<file path="src/rtl/inst_buffer_pkg.sv">
// Shared types and width helpers for the inst_buffer instruction queue.
// Optional bypass feature in inst_buffer is enabled by INST_BUFFER_BYPASS_EN.
package inst_buffer_pkg;

  localparam int unsigned XLEN = 32;

  typedef struct packed {
    logic [XLEN-1:0] pc;
    logic [XLEN-1:0] inst;
  } ib_entry_t;

  // Pointer carries one extra wrap bit so full and empty are distinguishable.
  function automatic int unsigned ptr_width(input int unsigned depth);
    return $clog2(depth) + 1;
  endfunction

  function automatic int unsigned cnt_width(input int unsigned depth);
    return $clog2(depth + 1);
  endfunction

endpackage

</file>
<file path="src/rtl/inst_buffer_mem.sv">
// DEPTH-entry register array: FETCH_WIDTH write ports at consecutive indices
// from i_wbase and ISSUE_WIDTH read ports from i_rbase, all modulo DEPTH.
module inst_buffer_mem
  import inst_buffer_pkg::*;
#(
  parameter int unsigned DEPTH       = 8,
  parameter int unsigned FETCH_WIDTH = 2,
  parameter int unsigned ISSUE_WIDTH = 2
) (
  input  logic                                 clk,
  input  logic      [FETCH_WIDTH-1:0]          i_we,
  input  logic      [$clog2(DEPTH)-1:0]        i_wbase,
  input  ib_entry_t [FETCH_WIDTH-1:0]          i_wdata,
  input  logic      [$clog2(DEPTH)-1:0]        i_rbase,
  output ib_entry_t [ISSUE_WIDTH-1:0]          o_rdata
);

  localparam int unsigned AW = $clog2(DEPTH);

  ib_entry_t r_mem [DEPTH];

  // Power-of-two depth: index arithmetic wraps naturally at AW bits.
  always_ff @(posedge clk) begin
    for (int unsigned k = 0; k < FETCH_WIDTH; k++) begin
      if (i_we[k]) r_mem[AW'(i_wbase + AW'(k))] <= i_wdata[k];
    end
  end

  always_comb begin
    o_rdata = '0;
    for (int unsigned k = 0; k < ISSUE_WIDTH; k++) begin
      o_rdata[k] = r_mem[AW'(i_rbase + AW'(k))];
    end
  end

endmodule

</file>
<file path="src/rtl/inst_buffer.sv">
// Multi-slot circular instruction queue between fetch and decode.
// Define INST_BUFFER_BYPASS_EN for a same-cycle fetch->issue path on empty.
module inst_buffer
  import inst_buffer_pkg::*;
#(
  parameter int unsigned DEPTH       = 8,
  parameter int unsigned FETCH_WIDTH = 2,
  parameter int unsigned ISSUE_WIDTH = 2
) (
  input  logic                              clk,
  input  logic                              rst,
  input  logic                              flush,
  input  logic                              stall,
  input  logic [FETCH_WIDTH-1:0]            fetch_valid_i,
  input  logic [FETCH_WIDTH*32-1:0]         fetch_pc_i,
  input  logic [FETCH_WIDTH*32-1:0]         fetch_inst_i,
  output logic                              fetch_ready_o,
  output logic [ISSUE_WIDTH-1:0]            issue_valid_o,
  output logic [ISSUE_WIDTH*32-1:0]         issue_pc_o,
  output logic [ISSUE_WIDTH*32-1:0]         issue_inst_o,
  input  logic [$clog2(ISSUE_WIDTH+1)-1:0]  issue_accept_i,
  output logic [$clog2(DEPTH+1)-1:0]        count_o
);

  localparam int unsigned AW  = $clog2(DEPTH);
  localparam int unsigned PW  = ptr_width(DEPTH);
  localparam int unsigned CW  = cnt_width(DEPTH);
  localparam int unsigned FCW = $clog2(FETCH_WIDTH + 1);
  localparam int unsigned ICW = $clog2(ISSUE_WIDTH + 1);

  logic      [PW-1:0]          r_head;
  logic      [PW-1:0]          r_tail;
  logic      [PW-1:0]          w_count;
  logic      [FCW-1:0]         w_pref;
  logic                        w_run;
  logic      [FCW-1:0]         w_nin;
  logic      [ICW-1:0]         w_nout;
  logic      [PW-1:0]          w_head_inc;
  logic      [PW-1:0]          w_tail_inc;
  logic      [FETCH_WIDTH-1:0] w_we;
  ib_entry_t [FETCH_WIDTH-1:0] w_wdata;
  ib_entry_t [ISSUE_WIDTH-1:0] w_rd;
`ifdef INST_BUFFER_BYPASS_EN
  logic                        w_byp;
`endif

  assign w_count       = r_tail - r_head;
  assign count_o       = CW'(w_count);
  assign fetch_ready_o = rst && (32'(w_count) + FETCH_WIDTH <= DEPTH);

  always_comb begin
    w_pref = '0;
    w_run  = 1'b1;
    for (int unsigned k = 0; k < FETCH_WIDTH; k++) begin
      w_run = w_run & fetch_valid_i[k];
      if (w_run) w_pref = w_pref + FCW'(1);
    end
  end

  assign w_nin  = fetch_ready_o ? w_pref : '0;
  assign w_nout = stall ? '0 : issue_accept_i;

`ifdef INST_BUFFER_BYPASS_EN
  assign w_byp = (w_count == '0) && !flush;
`endif

  always_comb begin
    w_we       = '0;
    w_wdata    = '0;
    w_head_inc = PW'(w_nout);
    w_tail_inc = PW'(w_nin);
    for (int unsigned k = 0; k < FETCH_WIDTH; k++) begin
      w_we[k]         = (FCW'(k) < w_nin) && !flush;
      w_wdata[k].pc   = fetch_pc_i[32*k +: 32];
      w_wdata[k].inst = fetch_inst_i[32*k +: 32];
    end
`ifdef INST_BUFFER_BYPASS_EN
    // Bypassed slots are consumed directly; only the unaccepted tail of the
    // fetch group is shifted down onto write port 0.. and stored.
    if (w_byp) begin
      w_head_inc = '0;
      w_tail_inc = PW'(w_nin) - PW'(w_nout);
      for (int unsigned k = 0; k < FETCH_WIDTH; k++) begin
        w_we[k] = 1'b0;
        if (k + 32'(w_nout) < 32'(w_nin)) begin
          w_we[k]         = 1'b1;
          w_wdata[k].pc   = fetch_pc_i[32*(k + 32'(w_nout)) +: 32];
          w_wdata[k].inst = fetch_inst_i[32*(k + 32'(w_nout)) +: 32];
        end
      end
    end
`endif
  end

  always_ff @(posedge clk) begin
    if (!rst) begin
      r_head <= '0;
      r_tail <= '0;
    end else if (flush) begin
      r_head <= '0;
      r_tail <= '0;
    end else begin
      r_head <= r_head + w_head_inc;
      r_tail <= r_tail + w_tail_inc;
    end
  end

  inst_buffer_mem #(
    .DEPTH       (DEPTH),
    .FETCH_WIDTH (FETCH_WIDTH),
    .ISSUE_WIDTH (ISSUE_WIDTH)
  ) u_mem (
    .clk     (clk),
    .i_we    (w_we),
    .i_wbase (r_tail[AW-1:0]),
    .i_wdata (w_wdata),
    .i_rbase (r_head[AW-1:0]),
    .o_rdata (w_rd)
  );

  always_comb begin
    issue_valid_o = '0;
    issue_pc_o    = '0;
    issue_inst_o  = '0;
    for (int unsigned k = 0; k < ISSUE_WIDTH; k++) begin
      issue_valid_o[k]        = 32'(w_count) > k;
      issue_pc_o[32*k +: 32]   = w_rd[k].pc;
      issue_inst_o[32*k +: 32] = w_rd[k].inst;
    end
`ifdef INST_BUFFER_BYPASS_EN
    if (w_byp) begin
      for (int unsigned k = 0; k < ISSUE_WIDTH; k++) begin
        issue_valid_o[k] = 1'b0;
        if (k < FETCH_WIDTH) begin
          issue_valid_o[k]        = k < 32'(w_nin);
          issue_pc_o[32*k +: 32]   = fetch_pc_i[32*k +: 32];
          issue_inst_o[32*k +: 32] = fetch_inst_i[32*k +: 32];
        end
      end
    end
`endif
  end

endmodule

</file>
<file path="config.mk">
export PLATFORM = sky130hd
export DESIGN_NAME = inst_buffer
export DESIGN_NICKNAME = d
export VERILOG_FILES = /design/src/rtl/inst_buffer_pkg.sv /design/src/rtl/inst_buffer_mem.sv /design/src/rtl/inst_buffer.sv
export SDC_FILE = /design/constraint.sdc
export NUM_CORES = 1
export LEC_CHECK = 0
export BUFFER_PORTS_ARGS = -buffer_cell sky130_fd_sc_hd__buf_2
export CAP_MARGIN = 20
export CORE_MARGIN = 1
export CORE_UTILIZATION = 53
export CTS_BUF_LIST = sky130_fd_sc_hd__clkbuf_4 sky130_fd_sc_hd__clkbuf_8
export CTS_CLUSTER_SIZE = 30
export DETAILED_ROUTE_END_ITERATION = 12
export PLACE_DENSITY = 0.72
export SYNTH_ARGS = -nofsm -noshare
export SYNTH_HDL_FRONTEND = slang
export SYNTH_SLANG_ARGS = --single-unit
</file>
<file path="constraint.sdc">
create_clock -name clk -period 12.85 [get_ports clk]
set_input_delay 1.9275 -clock clk [delete_from_list [all_inputs] [get_ports clk]]
set_output_delay 1.9275 -clock clk [all_outputs]
set_load 0.05 [all_outputs]
</file>
---- After elaboration in Yosys (flattened, before gate mapping) ----
Memory sizes are Yosys's and may differ from the RTL's. A register that Yosys moved wholly into a read port is not among the register bits.
Cells that the tools add are included.
storage, ports and cells
  bits in writable memories ............... 512
  register bits after elaboration ......... 8
  word-level logic and storage cells ...... 31
  memories ................................ 1
  bits of input ports ..................... 136
  output and inout bits ................... 135
memory list
  memory       depth  bits a word  rd ports  clocked after memory_dff  wr ports  line                   text
  u_mem.r_mem  8      64           2         1                         2         inst_buffer_mem.sv:20  ib_entry_t r_mem [DEPTH];
cells by class
  reductions and logical operators ........ 5
  muxes and demuxes ....................... 9
  $add $sub $neg .......................... 7
  order comparisons ....................... 5
  bitwise operators ....................... 2
operators with widths
  kind                                                            count
  adder 4 x 2 -> 4 bit                                            2
  > comparator 4 x 1 -> 1 bit, second input constant              2
  adder 3 x 1 -> 3 bit, second input constant                     2
  two-way mux 2 bit                                               3
  adder 4 x 2 -> 5 bit, second input constant                     1
  less-or-equal comparator 5 x 4 -> 1 bit, second input constant  1
  two-way mux 1 bit                                               5
  < comparator 1 x 2 -> 1 bit, first input constant               2
  subtractor 4 bit                                                1
  logical AND 1 bit                                               3
  two-way mux 3 bit                                               1
  adder 1 x 1 -> 2 bit, second input constant                     1
  OR reduction 2 bit                                              1
  AND 1 bit                                                       1
  logical NOT 1 bit                                               1
  inverter 1 bit                                                  1

---- Longest topological paths before layout ----
  depth in word-level cells ............... 9
  depth in mapped cells ................... 16
  gate-level depth less buffers ........... 16

---- Modules after synthesis ----
A second synthesis with hierarchy kept.
second synthesis, totals
  cells, all modules ...................... 2,084
  area total of the unflattened synthesis .. 30,847.1 um^2
modules (own cells, without submodules)
  module           cells an instance  instances  seq. area each (um^2)  area an instance (um^2)
  inst_buffer_mem  2,011              1          15,374.7               30,202.7
  inst_buffer      73                 1          160.2                  644.4

---- Worst setup path before layout ----
Ideal clock, no wire load.
  path kind ............................... register -> register
  start point ............................. reg r_head[1]
  end point ............................... mem u_mem.r_mem[3][0] (netlist name) (enable)
  buffers on the path ..................... 2
  setup time .............................. 499 ps
  required time ........................... 12,351 ps
  data arrival time ....................... 7,028 ps
  cell stages (with the launch flop) ...... 12
  period minus slack after synthesis ...... 7,527 ps
  slack ................................... 5,323 ps
  path through ............................ dfxtp_1 > buf_2 > buf_1 > inv_1 > fa_1 > xor2_2 > ha_1 > and3b_1 > a2bb2oi_2 > nor3_2 > or4b_2 > o21bai_1
RTL lines
  what                      line                   text
  start: declaration        inst_buffer.sv:31      logic [PW-1:0] r_head;
  start signal: assignment  inst_buffer.sv:103     r_head <= r_head + w_head_inc;
  end: declaration          inst_buffer_mem.sv:20

---- Final worst setup path ----
  start point ............................. reg r_head[1]
  end point ............................... out issue_pc_o[33]
between the ends
  word-level cells in the longest chain between the ends .. 2
ends and longest elaborated chain
  what                      line                   text
  adder 3 x 1 -> 3 bit      inst_buffer_mem.sv:32  o_rdata[k] = r_mem[AW'(i_rbase + AW'(k))];
  memory read (8 x 64 bit)  --
  end: declaration          inst_buffer.sv:19      output logic [ISSUE_WIDTH*32-1:0] issue_pc_o,
No other way between the ends.

==> metrics.md <==
| Metric | Value |
|---|---|
| Routed vias | 18.3k |
| Worst setup SP type | register |
| Most common cell in the synthesized netlist | edfxtp_1 |
| Share of the synthesized area in the top cell type | 0.495 |
| Full die area | 59600 sq um |
| Post-Route Setup TNS | 0 ns |
| Hold path cells | 2 |
| Synth async-reset ratio | 0 |
| Synth cell types | 43 |
| Hold_sp | r_head[3]$_SDFF_PP0_ |
| Unrepaired setup endpoints after global routing | no |
| Die height | 244 um |
| CTS Hold Bufs | 0 |
| Pre-CTS setup slack | 6.30 ns |
| Crit path arrival time | 4.82 ns |
| Post-synth top cells | edfxtp_1 (512), mux2_2 (289), mux4_2 (256) |
| Final worst slack | 6.10 ns |
| Vias per std cell | 6.36 |
| Slew headroom | 0.245 |
| PostCTS Resize Cnt | 0 |
| Worst VDD drop | 0.0000723 V |
| Antenna violations before repair | 20 |
| Overall Power | 3.95 mW |
| Initial core utilization | 0.537 |
| Gp weighted congestion | 0.797 |
| Top_reg_cell synth | edfxtp_1 |
| Aggregate global-route resource usage | 0.271 |
| Top cells by area, synth | edfxtp_1 (50%), mux4_2 (19%), mux2_2 (10%), mux2_4 (9.5%), mux2_1 (3.3%) |
| YS warnings | 0 |
| Max-cap violations | 0 |
| Hold Vio Cnt, Final | 0 |
| Register-to-Register Path Depth | 11 |
| Drt first pass iters | 5 |
| Period utilization | 0.525 |
| Leak Pwr | 11.8 nW |
| Post-CTS Setup Inserts | 0 |
| Largest net degree at the start of global routing | 143 |
| Status | complete, no violations |
| GRT overflow | 0 |
| Sequential-to-total area share from yosys stat | 0.500 |
| Setup CP Type | reg2out |
| R2r endpoint | u_mem.r_mem[1][39]$_DFFE_PP_ |
| DRC violations left | 0 |
| Pwr dens | 114 nW/um^2 |
| Setup slack, reg-to-reg | 6.47 ns |
| Root Driver | clkbuf_8 |
| I/O pin total | 271 |
| TritonCTS clock tree | built |
| Final setup viols | 0 |
| FMAX | 0.148 GHz |
| Reg2reg start | r_head[1]$_SDFF_PP0_ |
| Vias in the first global route | 19.2k |
| Syn nets | 1929 |
| Register bit total from synthesis | 520 |
| Worst slew pin tran | 1.13 ns |
| Syn Area/Cell | 17.4 sq um |
| Worst skew pair latency | 0.69 ns |
| Die width | 244 um |
| Final core occ | 0.599 |
| Core Area | 57800 sq um |
| CTS H-tree depth | 3 |
| Dpl hpwl | 46000 um |
| Gate Count Post-Synth | 1780 |
| Final net count | 2190 |
| Max FO, Critical Path | 93 |
| Clock Sink Count | 520 |
| Post-Route WL | 80300 um |
| Final min period | 6.75 ns |
| Share of layout cells above drive strength 1 | 0.577 |
| Skew final | 0.0290 ns |
| Dominant cell type by area after synthesis | edfxtp_1 |
| CP required | 10.92 ns |
| Post-synthesis cell area | 31000 sq um |
| Wire per inst | 27.9 um |
| First-pass GRT wire length | 119000 um |
| Maximum root-to-sink buffer count | 3 |
| Slew Limit Fails | 0 |
| IO Port Bufs | 270 |
| TritonCTS buffer count | 91 |
| EDFF count, synth | 512 |
| Worst setup EP type | primary output |
| Initial DRC count | 1355 |
| Hold EP | r_head[3]$_SDFF_PP0_ |
| Post-route ant nets | 0 |
| Worst hold path class | reg2reg |
| Clock transition at path regs | 0.06 ns |
| Synth-to-layout area growth | 11.5% |
| Cell row count | 88 |
flip-flops by register name (all words and copies together) (netlist names):
signal       cells
u_mem.r_mem    512
r_tail           4
r_head           4
metrics by stage:
step / instances / area, sq um / hold slack [ns]
3_5_place_dp: 2713 / 32800 / 0.590
2_1_floorplan: 1780 / 31000 / 0.543
5_1_grt: 2875 / 34600 / 0.641
3_3_place_gp: 2711 / 32800 / 0.583
6_report: 2878 / 34600 / 0.606
4_1_cts: 2870 / 34600 / 0.606
area by class of cell:
class / instances / area [sq um]
fillers: 4316 / 23200
inverters: 7 / 26.3
well taps: 765 / 957
diodes: 8 / 20.0
flip-flops and latches: 520 / 15500
clock inverters: 33 / 225
repair buffers: 302 / 1660
multi-input cells: 1119 / 14600
clock buffers: 124 / 1560
worst max-delay path by stage:
stage | slack, ns | startpoint | end | cells past startpoint
CTS | 5.91 | r_head[1]$_SDFF_PP0_ | issue_inst_o[56] | 6
global route | 5.74 | r_head[1]$_SDFF_PP0_ | issue_inst_o[56] | 6
global placement | 6.41 | r_head[1]$_SDFF_PP0_ | u_mem.r_mem[1][34]$_DFFE_PP_ | 11
finish | 6.10 | r_head[1]$_SDFF_PP0_ | issue_pc_o[33] | 6
detailed placement | 6.30 | r_head[1]$_SDFF_PP0_ | u_mem.r_mem[1][30]$_DFFE_PP_ | 11
floorplan | 5.32 | r_head[1]$_SDFF_PP0_ | u_mem.r_mem[3][0]$_DFFE_PP_ | 11
layout by cell type, fill, tap and decap left out, drive strengths merged, types with 8 or more instances in the layout:
cell	synthesis	routed
mux2	576	576
clkbuf	47	124
ha	10	10
o21bai	8	8
dfxtp	8	8
nor2	8	8
nand2	195	195
mux4	256	256
buf	87	302
edfxtp	512	512
clkinv	0	28
diode	0	8
worst max-delay path: stages (launching register included):
cell and delay [ns]:
dfxtp_4 0.91, buf_12 0.71, ha_4 0.27, xor2_4 0.70, buf_4 0.82, mux2_2 0.45, buf_2 0.22
power by group:
group,switching (mW),internal (mW),total [mW]
sequential,0.0120,1.88,1.89
combinational,0.310,0.219,0.529
clock,0.687,0.839,1.53
per-layer routing:
metal	global-route usage	vias to the layer above	share of wire
li1	-	7787	-
met1	0.354	9508	0.39
met2	0.447	827	0.49
met3	0.0604	162	0.084
met4	0.0925	24	0.025
met5	0	-	0.0021
cell families after synthesis:
family	synth area share
muxes	0.418
DFF	0.500
and+or+nand+nor	0.0350
buffers and inverters	0.0335
AOI/OAI and AO/OA	0.00387
adders and majority gates	0.00596
xor gates and xnor gates	0.00306
(Power assumes the default switching activity.)
